$ cat src/rtl/sd_cmd_response_receiver_pkg.sv
// Shared SD CMD-line definitions: CRC7, response lengths,
// Ncr timeout and receiver state encoding.
package sd_cmd_response_receiver_pkg;

  localparam logic [6:0] CRC7_POLY = 7'h09;
  localparam int RESP_SHORT = 48;
  localparam int RESP_LONG = 136;
  localparam int NCR_TIMEOUT = 64;

  typedef enum logic [1:0] {
    IDLE,
    WAIT_START,
    RECEIVE,
    DONE
  } sd_state_e;

  function automatic logic [6:0] crc7_next(
    input logic [6:0] c,
    input logic b
  );
    logic fb;
    fb = c[6] ^ b;
    return {c[5:0], 1'b0} ^ (fb ? CRC7_POLY : 7'h00);
  endfunction

endpackage

$ cat src/rtl/sd_cmd_response_receiver_crc7.sv
// Serial CRC7 (x^7+x^3+1), MSB-first, with clear and enable.
// Shared by the command serializer and the response receiver.
import sd_cmd_response_receiver_pkg::*;

module sd_crc7 (
  input  logic       clk,
  input  logic       reset,
  input  logic       clear,
  input  logic       enable,
  input  logic       din,
  output logic [6:0] crc
);

  always_ff @(posedge clk or negedge reset) begin
    if (!reset) begin
      crc <= '0;
    end else if (clear) begin
      crc <= '0;
    end else if (enable) begin
      crc <= crc7_next(crc, din);
    end
  end

endmodule

$ cat src/rtl/sd_cmd_response_receiver.sv
// SD CMD-line response receiver: waits for a start bit, shifts in a
// 48/136-bit response and checks transmission bit, CRC7 and end bit.
import sd_cmd_response_receiver_pkg::*;

module sd_cmd_response_receiver #(
  parameter int BITS            = RESP_SHORT,
  parameter int BITS_LONG       = RESP_LONG,
  parameter int BITS_COUNTER    = 8,
  parameter int TIMEOUT         = NCR_TIMEOUT,
  parameter int TIMEOUT_COUNTER = 7
) (
  input  logic                 clk,
  input  logic                 reset,
  input  logic                 enable,
  input  logic                 long_resp,
  input  logic                 check_crc,
  input  logic                 in,
  output logic [BITS_LONG-1:0] out,
  output logic                 done,
  output logic                 crc_err,
  output logic                 frame_err,
  output logic                 timeout
);

  localparam logic [BITS_COUNTER-1:0] LAST_S =
    BITS_COUNTER'(BITS);
  localparam logic [BITS_COUNTER-1:0] LAST_L =
    BITS_COUNTER'(BITS_LONG);
  localparam logic [BITS_COUNTER-1:0] CRC_S_HI =
    BITS_COUNTER'(BITS - 8);
  localparam logic [BITS_COUNTER-1:0] CRC_L_LO =
    BITS_COUNTER'(9);
  localparam logic [BITS_COUNTER-1:0] CRC_L_HI =
    BITS_COUNTER'(BITS_LONG - 8);
  localparam logic [BITS_COUNTER-1:0] TX_BIT =
    BITS_COUNTER'(2);
  localparam logic [TIMEOUT_COUNTER-1:0] WAIT_LAST =
    TIMEOUT_COUNTER'(TIMEOUT - 1);

  sd_state_e state;
  sd_state_e next_state;

  logic [BITS_COUNTER-1:0]    bit_cnt;
  logic [BITS_COUNTER-1:0]    nbit;
  logic [BITS_COUNTER-1:0]    last_bit;
  logic [TIMEOUT_COUNTER-1:0] wait_cnt;
  logic                       long_q;
  logic                       chk_q;
  logic [6:0]                 crc;

  logic arm;
  logic start_hit;
  logic to_hit;
  logic wait_inc;
  logic shift_en;
  logic last_hit;
  logic crc_en;

  // nbit is the 1-based index of the bit sampled this cycle
  assign nbit     = bit_cnt + 1'b1;
  assign last_bit = long_q ? LAST_L : LAST_S;

  sd_crc7 u_crc7 (
    .clk    (clk),
    .reset  (reset),
    .clear  (arm),
    .enable (crc_en),
    .din    (in),
    .crc    (crc)
  );

  always_ff @(posedge clk or negedge reset) begin
    if (!reset) begin
      state <= IDLE;
    end else begin
      state <= next_state;
    end
  end

  always_comb begin
    next_state = state;
    unique case (state)
      IDLE: begin
        if (enable) next_state = WAIT_START;
      end
      WAIT_START: begin
        if (!enable) next_state = IDLE;
        else if (start_hit) next_state = RECEIVE;
        else if (to_hit) next_state = DONE;
      end
      RECEIVE: begin
        if (!enable) next_state = IDLE;
        else if (last_hit) next_state = DONE;
      end
      DONE: begin
        if (!enable) next_state = IDLE;
      end
      default: next_state = IDLE;
    endcase
  end

  // Start bit beats timeout; abort beats everything
  always_comb begin
    arm       = 1'b0;
    start_hit = 1'b0;
    to_hit    = 1'b0;
    wait_inc  = 1'b0;
    shift_en  = 1'b0;
    last_hit  = 1'b0;
    crc_en    = 1'b0;
    unique case (state)
      IDLE: begin
        arm = enable;
      end
      WAIT_START: begin
        if (enable) begin
          if (!in) begin
            start_hit = 1'b1;
            crc_en    = !long_q;
          end else begin
            wait_inc = 1'b1;
            to_hit   = (wait_cnt == WAIT_LAST);
          end
        end
      end
      RECEIVE: begin
        if (enable) begin
          shift_en = 1'b1;
          last_hit = (nbit == last_bit);
          crc_en   = long_q
            ? (nbit >= CRC_L_LO && nbit <= CRC_L_HI)
            : (nbit <= CRC_S_HI);
        end
      end
      DONE: begin
      end
      default: begin
      end
    endcase
  end

  always_ff @(posedge clk or negedge reset) begin
    if (!reset) begin
      out       <= '0;
      done      <= 1'b0;
      crc_err   <= 1'b0;
      frame_err <= 1'b0;
      timeout   <= 1'b0;
      bit_cnt   <= '0;
      wait_cnt  <= '0;
      long_q    <= 1'b0;
      chk_q     <= 1'b0;
    end else begin
      done <= 1'b0;
      if (arm) begin
        out       <= '0;
        crc_err   <= 1'b0;
        frame_err <= 1'b0;
        timeout   <= 1'b0;
        bit_cnt   <= '0;
        wait_cnt  <= '0;
        long_q    <= long_resp;
        chk_q     <= check_crc;
      end
      if (start_hit) begin
        bit_cnt <= BITS_COUNTER'(1);
        out     <= {out[BITS_LONG-2:0], 1'b0};
      end
      if (wait_inc && wait_cnt != '1) begin
        wait_cnt <= wait_cnt + 1'b1;
      end
      if (to_hit) begin
        timeout <= 1'b1;
        done    <= 1'b1;
      end
      if (shift_en) begin
        out <= {out[BITS_LONG-2:0], in};
        if (bit_cnt != '1) bit_cnt <= nbit;
        if (nbit == TX_BIT && in) frame_err <= 1'b1;
        // out[6:0] holds the received CRC just before the end bit
        if (last_hit) begin
          done <= 1'b1;
          if (!in) frame_err <= 1'b1;
          if (chk_q && crc != out[6:0]) crc_err <= 1'b1;
        end
      end
    end
  end

endmodule
$ cat config.mk
export PLATFORM = sky130hd
export DESIGN_NAME = sd_cmd_response_receiver
export DESIGN_NICKNAME = d
export VERILOG_FILES = /design/src/rtl/sd_cmd_response_receiver_pkg.sv /design/src/rtl/sd_cmd_response_receiver_crc7.sv /design/src/rtl/sd_cmd_response_receiver.sv
export SDC_FILE = /design/constraint.sdc
export NUM_CORES = 1
export LEC_CHECK = 0
export BUFFER_PORTS_ARGS = -buffer_cell sky130_fd_sc_hd__buf_2
export CORE_MARGIN = 2
export CORE_UTILIZATION = 43
export DETAILED_ROUTE_END_ITERATION = 8
export HOLD_SLACK_MARGIN = 0.12
export MAX_ROUTING_LAYER = met4
export PLACE_DENSITY_LB_ADDON = 0.12
export SLEW_MARGIN = 20
export SYNTH_ARGS = -nofsm -noshare
export SYNTH_HDL_FRONTEND = slang
export SYNTH_SLANG_ARGS = --single-unit
$ cat constraint.sdc
create_clock -name clk -period 2.6 [get_ports clk]
set_input_delay 0.13 -clock clk [delete_from_list [all_inputs] [get_ports clk]]
set_output_delay 0.13 -clock clk [all_outputs]
set_load 0.01 [all_outputs]
Word-level counts from Yosys, hierarchy flattened
Index checks and enable logic that the tools add are counted.
Operators by class
  $lt $le $gt $ge: 3
  add/subtract/negate cells: 2
  reductions and logical operators: 11
  equal/unequal tests: 13
  multiplexer cells: 54
  bitwise gates (word level): 2
Operator list (number)
  136-bit two-way mux: 3
  8-bit two-way mux: 5
  1-bit two-way mux: 32
  7-bit two-way mux: 4
  2-bit two-way mux: 7
  8-bit by 1-bit adder with 8-bit output, second input constant: 1
  8-bit by 2-bit == test with 1-bit output, second input constant: 1
  8-bit == test: 1
  8-bit by 4-bit greater-or-equal comparator with 1-bit output, second input constant: 1
  8-bit by 6-bit <= comparator with 1-bit output, second input constant: 1
  8-bit <= comparator, second input constant: 1
  8-bit inequality test, second input constant: 1
  2-bit case mux with 4 select lines: 1
  7-bit by 1-bit adder with 7-bit output, second input constant: 1
  7-bit by 6-bit == test with 1-bit output, second input constant: 1
  7-bit inequality test: 1
  7-bit inequality test, second input constant: 1
  7-bit XOR: 1
  2-bit nonzero test: 3
  2-bit == test, second input constant: 2
  1-bit logical AND: 4
  4-bit two-way mux: 1
  2-bit inequality test, second input constant: 2
  4-bit inequality test, second input constant: 1
  other kinds (8): 8
Word-level totals
  word-level logic and storage cells: 96
  register bits: 166
  input bits: 6

Depth between registers and ports, before layout
Gate-level depths: netlist (run 1).
  word-level depth: 8
  gate-level depth with buffers: 9
  gate-level depth less buffers: 8

Hierarchy
Synthesis (run 1) repeated with hierarchy kept, for this count alone.
Second synthesis, totals
  cell total of the unflattened synthesis: 819
  area, all modules: 7402.1 um^2
Modules (own cells, without submodules)
  sd_cmd_response_receiver: area an instance 7081.8 um^2, instances 1, cells each 791
  sd_crc7: area an instance 320.3 um^2, instances 1, cells each 28

Least setup slack after synthesis (run 1)
OpenSTA, ideal clock, no wires.
  path type: reg2reg
  start point: register bit_cnt[0]
  end point: register state[1]
  buffers on the path: 1
  library setup time: 0.079 ns
  required time: 2.521 ns
  arrival time: 2.129 ns
  period minus slack after synthesis: 2.208 ns
  path slack: 0.392 ns
  stages on the path, launching flop included: 9
  cells stage by stage: dfrtp_1 -> ha_1 -> buf_2 -> and2_2 -> o41ai_1 -> a32oi_1 -> a2111oi_4 -> o31a_2 -> mux2i_1
On the way
  cells in the longest elaborated chain, start to end: 6
RTL lines
  from (decl): RTL line sd_cmd_response_receiver.sv:43  | logic [BITS_COUNTER-1:0] bit_cnt;
  from (signal assigned): RTL line sd_cmd_response_receiver.sv:178  | if (bit_cnt != '1) bit_cnt <= nbit;
  8-bit by 1-bit adder with 8-bit output: RTL line sd_cmd_response_receiver.sv:60  | assign nbit = bit_cnt + 1'b1;
  8-bit == test: RTL line sd_cmd_response_receiver.sv:129  | last_hit = (nbit == last_bit);
  1-bit two-way mux: RTL line sd_cmd_response_receiver.sv:127  | if (enable) begin
  1-bit two-way mux: RTL line sd_cmd_response_receiver.sv:111  | unique case (state)
  3-bit inequality test (no source line)
  4-bit AND reduction (no source line)
  to (signal assigned): RTL line sd_cmd_response_receiver.sv:76  | state <= next_state;
  to (decl): RTL line sd_cmd_response_receiver.sv:40  | sd_state_e state;
No other way between the ends.
A chain may end at the register's enable or synchronous reset.

Worst setup path after layout (run 1)
Same ends and word-level chain as after synthesis.

==> results_dict.tcl, run 1 <==
set metrics [dict create \
    outcome "finished clean" \
    synth_top_cell_by_area "dfrtp_1" \
    swShare_pct 30.95 \
    finalCritPeriodShare_pct 90.04 \
    cp_slowest_stage_delay_ns 0.38 \
    vias 6088 \
    reg2reg_from "bit_cnt[0]$_DFF_PN0_" \
    cts-root-buf "clkbuf_16" \
    min_period_ns 2.341 \
    clock_path_buffers 2 \
    p_comb_share_pct 19.9 \
    final_nets 965 \
    startpoint_type "flop" \
    area_growth_pct 22.10 \
    finalClockSkew_ns 0.01504 \
    cp_cell_sequence "ha_1, buf_4, and2_2, o41ai_1, a32oi_1, a2111oi_4, o31a_2, mux2i_1" \
    crit_arrival_ns 2.68 \
    synth_commonest_cells "nand2_1 (296), dfrtp_1 (166), nand3_1 (147)" \
    wire_per_inst_um 14.91 \
    met3_usage_pct 5.948 \
    core_region_area_um2 17120 \
    hold_class "in2reg" \
    max_cap_viol_count 0 \
    antenna_found_initial 0 \
    finalSetupTns_ns 0 \
    drt_iter0_markers 376 \
    start_util_pct 43.60 \
    yosysSeqAreaShare_pct 55.67 \
    grt-ovfl-total 0 \
    netlist_area_um2 7462 \
    gp_congestion 0.9411 \
    tightest_slew_ns 0.7220 \
    num_antenna_cells 0 \
    grt_usage_pct 20.42 \
    syn-num-nets 838 \
    drive_gt1_share_pct 22.12 \
    htree_num_levels 4 \
    peakVddDrop_mv 0.5097 \
    cts_tree "done" \
    hold_buffers 4 \
    routed_wl_mm 17.71 \
    report.power.total_mw 6.889 \
    synth_top_area_share_pct 55.67 \
    crit_type "reg2reg" \
    drv_slew 0 \
    required_ns 2.94 \
    grt_pass1_vias 5762 \
    ys_seq_elements 166 \
    setup_viol 0 \
    critPathLaunch "bit_cnt[0]$_DFF_PN0_" \
    yosys-top-cells-area "dfrtp_1 (56%), nand2_1 (15%), nand3_1 (9.9%)" \
    cts_resized 0 \
    post-route-drc-count 0 \
    ant_nets 0 \
    place_area_um2 8436 \
    path_max_fanout 8 \
    grt-busiest-layer "met2" \
    rsz0062_at_grt "false" \
    post-synth-top-count-cell "nand2_1" \
    crit_family "compound AO/OA/AOI/OAI gates" \
    first_pass_iters 5 \
    ys_warn_count 0 \
    p_int_mw 4.757 \
    vias_per_cell 5.125 \
    power_density_nw_per_um2 756.1 \
    grt_pass1_wl_mm 29.25 \
    ys_types 61 \
    syn_avg_cell_area_um2 9.067 \
    grt_max_degree 137 \
    use_met1_pct 27.36 \
    dpl.hpwl_mm 11.14 \
    cp_slowest_cell "dfrtp_1" \
    end_kind "flop" \
    fmax_mhz 427.2 \
    clock-sinks 166 \
    gr-usage-met2_pct 29.66 \
    clock_latency_ns 0.42 \
    io_pins 146 \
    clk_pin_slew_ns 0.07 \
    die_y_um 135.7 \
    crit_buf_inv 1 \
    slew-limit-headroom_pct 51.86 \
    synth-edff-count 0 \
    cts_setup_buffers 0 \
    power.leakage_nw 5.160 \
    row_count 48 \
    cts_buffers 17 \
    portBuffers 145 \
    p_clk_share_pct 39.4 \
    dieArea_um2 18420 \
    synthFlopType "dfrtp_1" \
    fin_area_um2 9111 \
    hp-start "enable" \
    p_seq_share_pct 40.6 \
    die_w_um 135.7 \
    report.final.hold_viol_count 0 \
    synthCells 823 \
    synthArstFlopShare_pct 100.0 \
    power_switching_mw 2.132 \
]
layer usage:
layer  wire, um  vias up
li1           -     3001
met1       8317     2913
met2       7948      149
met3       1091       25
met4        354        0
met5          0        -
layout by cell type, fill, tap and decap left out, types with 2 or more instances in the layout:
master,n
nand2_1,295
o31ai_1,4
o21ai_1,2
buf_12,8
a21o_1,3
dfrtp_1,166
nor2_1,13
a32oi_1,2
nand4_1,3
xor2_1,6
xnor2_1,10
o22ai_1,2
o211ai_1,3
buf_4,11
nor3_1,3
clkinv_4,2
inv_6,3
or2_2,2
mux2i_1,9
o211a_1,2
o41ai_1,3
o21ai_0,16
mux2_2,2
bufinv_16,4
a21oi_1,10
and4_1,2
buf_2,144
clkinvlp_4,3
clkbuf_16,17
inv_1,9
dlygate4sd3_1,4
and3_1,5
clkinv_2,2
nand3_1,147
ha_1,9
a31oi_1,3
nand2b_1,2
registers in the layout (all words and copies together), names as in the netlist:
signal and cells:
timeout 1, frame_err 1, u_crc7.crc 7, crc_err 1, long_q 1, wait_cnt 7
bit_cnt 8, chk_q 1, state 2, done 1, out 136
layout make-up:
type                    instances  area (um^2)
clock buffers                  18        439.2
clock inverters                14        196.4
fillers                      1601         8005
inverters                      10        37.54
multi-input cells             587         2988
flip-flops and latches        166         4154
well taps                     225        281.5
repair buffers                168         1015
per-stage QoR:
stage / cells / hold WS, ns / utilization, % / setup slack (ns)
3_3_place_gp: 1152 / 0.2183 / 49.28 / 0.2910
6_report: 1188 / 0.1468 / 53.23 / 0.2590
3_5_place_dp: 1152 / 0.2182 / 49.28 / 0.2574
2_1_floorplan: 823 / -0.1656 / - / 0.3917
4_1_cts: 1188 / 0.1316 / 53.23 / 0.2410
5_1_grt: 1188 / 0.1499 / 53.23 / 0.08636
cells by family after synthesis:
group	count (synthesis)	synth area share, %
multiplexers	12	1.693
flip-flops	166	55.67
adder cells (fa/ha/maj)	9	1.509
XOR/XNOR	16	1.878
buffers and inverters	70	4.644
AO/OA/AOI/OAI	68	6.858
AND/OR/NAND/NOR	482	27.75
worst paths after layout:
path | cells past startpoint | slack, ns | endpoint
min in group asynchronous | 2 | 0.29 | out[19]$_DFFE_PN0P_
setup / recovery | 8 | 0.26 | state[1]$_DFFE_PN0P_
hold reg to reg | 1 | 0.47 | timeout$_DFFE_PN0P_
hold / removal | 3 | 0.15 | state[1]$_DFFE_PN0P_
max in group asynchronous | 3 | 1.56 | out[70]$_DFFE_PN0P_
setup reg to reg | 8 | 0.26 | state[1]$_DFFE_PN0P_
power groups by stage:
stage | sequential (mW) | clock, mW | combinational [mW]
final | 2.80 | 2.72 | 1.37
after global routing | 2.82 | 2.90 | 1.53
after CTS | 2.80 | 2.78 | 1.41
after detailed placement | 2.85 | 0 | 1.40
after global placement | 2.84 | 0 | 1.40
after floorplan | 2.83 | 0 | 0.919
worst min-delay path: cells and delay by family:
family          cells  cell delay, ns
compound gates      1            0.11
buf+inv             1            0.20
mux                 1            0.08
Power figures use the tool's default switching activity.
==> run 2: changes to the inputs <==
clock period = 2.9 ns   (was 2.6 ns; I/O delays follow)
==> run 2 against run 1 <==
Against the previous run:
- hold slack better by 0.0038 ns
- wire length rose by 1.7%
- highest routed layer unchanged
- flip-flop and latch count unchanged
- combinational power decreased by 14%
- critical path depth down 1
==> results_dict.tcl, run 2 (synthesized netlist as in run 1, its figures left out) <==
set metrics [dict create \
    outcome "finished clean" \
    finalSetupTns_ns 0 \
    peakVddDrop_mv 0.5704 \
    required_ns 3.24 \
    row_count 48 \
    dr_wl_met3_mm 1.029 \
    area_growth_pct 20.02 \
    cts_tree "done" \
    end_kind "flop" \
    fill_cells 1636 \
    finalClockSkew_ns 0.01096 \
    routed_wl_mm 18.02 \
    die_w_um 135.7 \
    min_period_ns 2.561 \
    hold_class "in2reg" \
    fmax_mhz 390.5 \
    wl_met1_mm 8.659 \
    power_density_nw_per_um2 657.8 \
    final_nets 960 \
    tightest_slew_ns 0.8350 \
    max_cap_viol_count 0 \
    cts_buffers 17 \
    cts_resized 0 \
    rsz0062_at_grt "false" \
    path_max_fanout 13 \
    clock-sinks 166 \
    num_antenna_cells 0 \
    grt_usage_pct 20.80 \
    hold_buffers 4 \
    portBuffers 145 \
    highest_layer "met4" \
    clock_latency_ns 0.43 \
    setup_viol 0 \
    grt_pass1_vias 5734 \
    die_y_um 135.7 \
    dieArea_um2 18420 \
    start_util_pct 43.60 \
    cts_setup_buffers 0 \
    crit_type "reg2reg" \
    largest_register_ffs 136 \
    core_region_area_um2 17120 \
    post-route-drc-count 0 \
    grt_pass1_wl_mm 29.74 \
    grt_max_degree 100 \
    dpl.hpwl_mm 11.20 \
    final_common_cell "nand2_1" \
    io_pins 146 \
    antenna_found_initial 0 \
    ant_nets 0 \
    vias_per_cell 5.156 \
    drive_gt1_share_pct 21.61 \
    first_pass_iters 4 \
    clk_pin_slew_ns 0.07 \
    clock_path_buffers 2 \
    grt-ovfl-total 0 \
    slew-limit-headroom_pct 44.33 \
    crit_arrival_ns 2.90 \
    route.met2.wl_mm 8.134 \
    layout_common_cells "nand2_1 (295), dfrtp_1 (166), nand3_1 (147)" \
    power.leakage_nw 5.080 \
    htree_num_levels 4 \
    startpoint_type "flop" \
    wire_per_inst_um 15.23 \
    gp_congestion 0.8950 \
    report.power.total_mw 5.891 \
    drt_iter0_markers 391 \
    cts-root-buf "clkbuf_16" \
    vias 6100 \
    largest_register "out" \
    finalCritPeriodShare_pct 88.31 \
    drv_slew 0 \
    report.final.hold_viol_count 0 \
    top_regs "out: 136 flops, bit_cnt: 8 flops" \
]
[run 2: final timing paths]
kind	startpoint	to	slack [ns]	depth (start not counted)
min in group asynchronous	reset	out[25]$_DFFE_PN0P_	0.32	2
max in group asynchronous	reset	out[43]$_DFFE_PN0P_	1.66	3
min reg2reg	timeout$_DFFE_PN0P_	timeout$_DFFE_PN0P_	0.47	1
min	enable	state[1]$_DFFE_PN0P_	0.15	3
max reg2reg	bit_cnt[0]$_DFF_PN0_	u_crc7.crc[4]$_DFFE_PN0P_	0.34	7
max	bit_cnt[0]$_DFF_PN0_	u_crc7.crc[4]$_DFFE_PN0P_	0.34	7
[run 2: worst max-delay path: stages (launching register included)]
cell and delay, ns:
dfrtp_1 0.48, ha_1 0.46, and4_1 0.39, and4_1 0.29, o211a_1 0.17, mux2i_2 0.09, o211ai_4 0.36, mux2i_1 0.24
[run 2: per-stage QoR]
stage	utilization [%]	worst slack [ns]	std cells	cell area (um^2)	hold slack, ns
finish	52.32	0.3390	1183	8956	0.1506
global route	52.32	0.1054	1183	8956	0.1635
CTS	52.32	0.3270	1183	8956	0.1313
detailed placement	48.77	0.3550	1147	8348	0.2588
global placement	48.77	0.4169	1147	8348	0.2703
floorplan	-	0.6917	823	7462	-0.1506
[run 2: final cells by class]
| class | instances | area (um^2) | share of cell area, % |
|---|---|---|---|
| clock inverters | 13 | 125.1 | 1.397 |
| inverters | 10 | 37.54 | 0.4191 |
| flip-flops and latches | 166 | 4154 | 46.38 |
| multi-input cells | 587 | 2988 | 33.36 |
| well taps | 225 | 281.5 | 3.143 |
| clock buffers | 19 | 442.9 | 4.946 |
| repair buffers | 163 | 927.1 | 10.35 |
[run 2: report_power, final]
part           internal (mW)  leakage (nW)  switching (mW)
Sequential              2.41          2.31           0.120
Clock                   1.22         0.268           0.970
Combinational          0.341          2.50           0.836
Total                   3.97          5.08            1.93
[run 2: layer usage]
layer / up-vias / global-route usage, %
met5: - / -
met4: 0 / 5.787
met3: 19 / 5.649
met2: 135 / 29.77
met1: 2963 / 29.15
li1: 2983 / -
==> run 3: changes to the inputs <==
CELL_PAD_IN_SITES_DETAIL_PLACEMENT = 1   (was unset)
CELL_PAD_IN_SITES_GLOBAL_PLACEMENT = 2   (was unset)
CORE_UTILIZATION = 36   (was 43)
==> run 3 against run 2 <==
Against the previous run:
- clock power increased by 6%
- non-clock buffer count decreased by 2
- combinational power about the same
- via count increased by 3.2%
- register-to-register slack got worse by 0.09 ns
- hold slack improved by 0.023 ns
- sequential share of layout area decreased by 0.39 points
- final area increased by 0.85%
- sequential power about the same
- largest power group unchanged
- highest routed layer unchanged
==> results_dict.tcl, run 3 (synthesized netlist as in run 1, its figures left out) <==
set metrics [dict create \
    report.power.total_mw 6.052 \
    clk_pin_slew_ns 0.07 \
    p_clk_share_pct 38.3 \
    power.leakage_nw 5.093 \
    first_pass_iters 4 \
    top_regs "out: 136 flops, bit_cnt: 8 flops" \
    peakVddDrop_mv 0.4532 \
    largest_register_ffs 136 \
    startpoint_type "flop" \
    largest_register "out" \
    report.final.hold_viol_count 0 \
    grt_pass1_wl_mm 34.90 \
    ant_nets 0 \
    grt_pass1_vias 6532 \
    dieArea_um2 21900 \
    crit_end "u_crc7.crc[5]$_DFFE_PN0P_" \
    tightest_slew_ns 0.7354 \
    cts_tree "done" \
    setup_viol 0 \
    routed_wl_mm 21.25 \
    drive_gt1_share_pct 21.44 \
    io_pins 146 \
    layout_common_cells "nand2_1 (295), dfrtp_1 (166), nand3_1 (147)" \
    clock-sinks 166 \
    post-route-drc-count 0 \
    portBuffers 145 \
    drv_slew 0 \
    cts_resized 0 \
    power_density_nw_per_um2 670.0 \
    crit_arrival_ns 3.00 \
    fmax_mhz 377.3 \
    outcome "finished clean" \
    max_cap_viol_count 0 \
    row_count 52 \
    clock_path_buffers 2 \
    die_w_um 148.0 \
    final_nets 958 \
    start_util_pct 36.76 \
    power_switching_mw 2.008 \
    wire_per_inst_um 17.33 \
    core_region_area_um2 20300 \
    required_ns 3.25 \
    htree_num_levels 4 \
    p_int_mw 4.043 \
    rrSetupSlack_ns 0.25 \
    path_max_fanout 13 \
    setup_slack_ns 0.2495 \
    drt_iter0_markers 281 \
    clock_latency_ns 0.43 \
    final_common_cell "nand2_1" \
    dpl.hpwl_mm 14.14 \
    place_ws_ns 0.2827 \
    crit_type "reg2reg" \
    reg2reg_from "bit_cnt[0]$_DFF_PN0_" \
    die_y_um 148.0 \
    antenna_found_initial 0 \
    hold_path_depth 3 \
    finalClockSkew_ns 0.01383 \
    cts-root-buf "clkbuf_16" \
    p_seq_share_pct 41.9 \
    finalCritPeriodShare_pct 91.40 \
    hold_class "in2reg" \
    slew-limit-headroom_pct 50.45 \
    grt_max_degree 81 \
    ff2ff_path_depth 7 \
    cp_slowest_cell "dfrtp_1" \
    timing.rr.end "u_crc7.crc[5]$_DFFE_PN0P_" \
    crit_top_cell "and4_1" \
    vias_per_cell 5.135 \
    p_comb_share_pct 19.8 \
    rsz0062_at_grt "false" \
    cts_buffers 17 \
    vias 6295 \
    min_period_ns 2.650 \
    cp_slowest_stage_delay_ns 0.50 \
    grt-ovfl-total 0 \
    gp_congestion 0.8444 \
    cp_cell_sequence "ha_1, and4_1, and4_1, o211a_1, mux2i_2, o211ai_4, mux2i_1" \
    area_growth_pct 21.04 \
    grt_usage_pct 20.51 \
    finalSetupTns_ns 0 \
    critPathLaunch "bit_cnt[0]$_DFF_PN0_" \
    end_kind "flop" \
    swShare_pct 33.19 \
    num_antenna_cells 0 \
]
==> run 3: per-layer routing <==
| layer | global-route usage [%] | part of all wire [%] | wire, um |
|---|---|---|---|
| met3 | 4.753 | 4.5 | 955 |
| met5 | - | 0 | 0 |
| met1 | 26.88 | 46 | 9738 |
| met4 | 4.952 | 1.2 | 262 |
| met2 | 32.48 | 48 | 10290 |
==> run 3: metrics by stage <==
step / utilization [%] / std cells / area, um^2 / hold WS, ns
6_report: 44.50 / 1226 / 9032 / 0.1733
4_1_cts: 44.50 / 1226 / 9032 / 0.1623
3_5_place_dp: 41.39 / 1190 / 8402 / 0.1742
3_3_place_gp: 41.39 / 1190 / 8402 / 0.1643
2_1_floorplan: - / 823 / 7462 / -0.1506
5_1_grt: 44.50 / 1226 / 9032 / 0.1845
==> run 3: worst min path at each step <==
stage / startpoint / to
final: enable / state[1]$_DFFE_PN0P_
after global routing: enable / state[1]$_DFFE_PN0P_
after CTS: enable / state[1]$_DFFE_PN0P_
after detailed placement: reset / out[72]$_DFFE_PN0P_
after global placement: reset / out[72]$_DFFE_PN0P_
after floorplan: reset / bit_cnt[0]$_DFF_PN0_
==> run 3: power groups by stage <==
stage / clock, mW / combinational [mW] / sequential [mW]
final: 2.32 / 1.20 / 2.54
after global routing: 2.48 / 1.33 / 2.55
after CTS: 2.38 / 1.22 / 2.54
after detailed placement: 0 / 1.21 / 2.58
after global placement: 0 / 1.17 / 2.57
after floorplan: 0 / 0.824 / 2.54
==> run 3: final cells by class <==
cell class              instances  area [um^2]
clock buffers                  18        429.2
flip-flops and latches        166         4154
repair buffers                161        924.6
fillers                      2403        11270
well taps                     270        337.8
inverters                      10        37.54
clock inverters                14        161.4
multi-input cells             587         2988
==> run 3: critical path, delay by kind of cell (launching register included) <==
family / cells / cell delay [ns]
AO/OA/AOI/OAI: 2 / 0.57
AND/OR/NAND/NOR: 2 / 0.70
flip-flops: 1 / 0.50
multiplexers: 2 / 0.34
adder cells (fa/ha/maj): 1 / 0.46
==> run 3: timing repair <==
| item | 4_1_cts | 5_1_grt |
|---|---|---|
| buffers inserted | 0 | 0 |
| hold endpoints to repair | 59 | 0 |
| hold buffers | 4 | 0 |
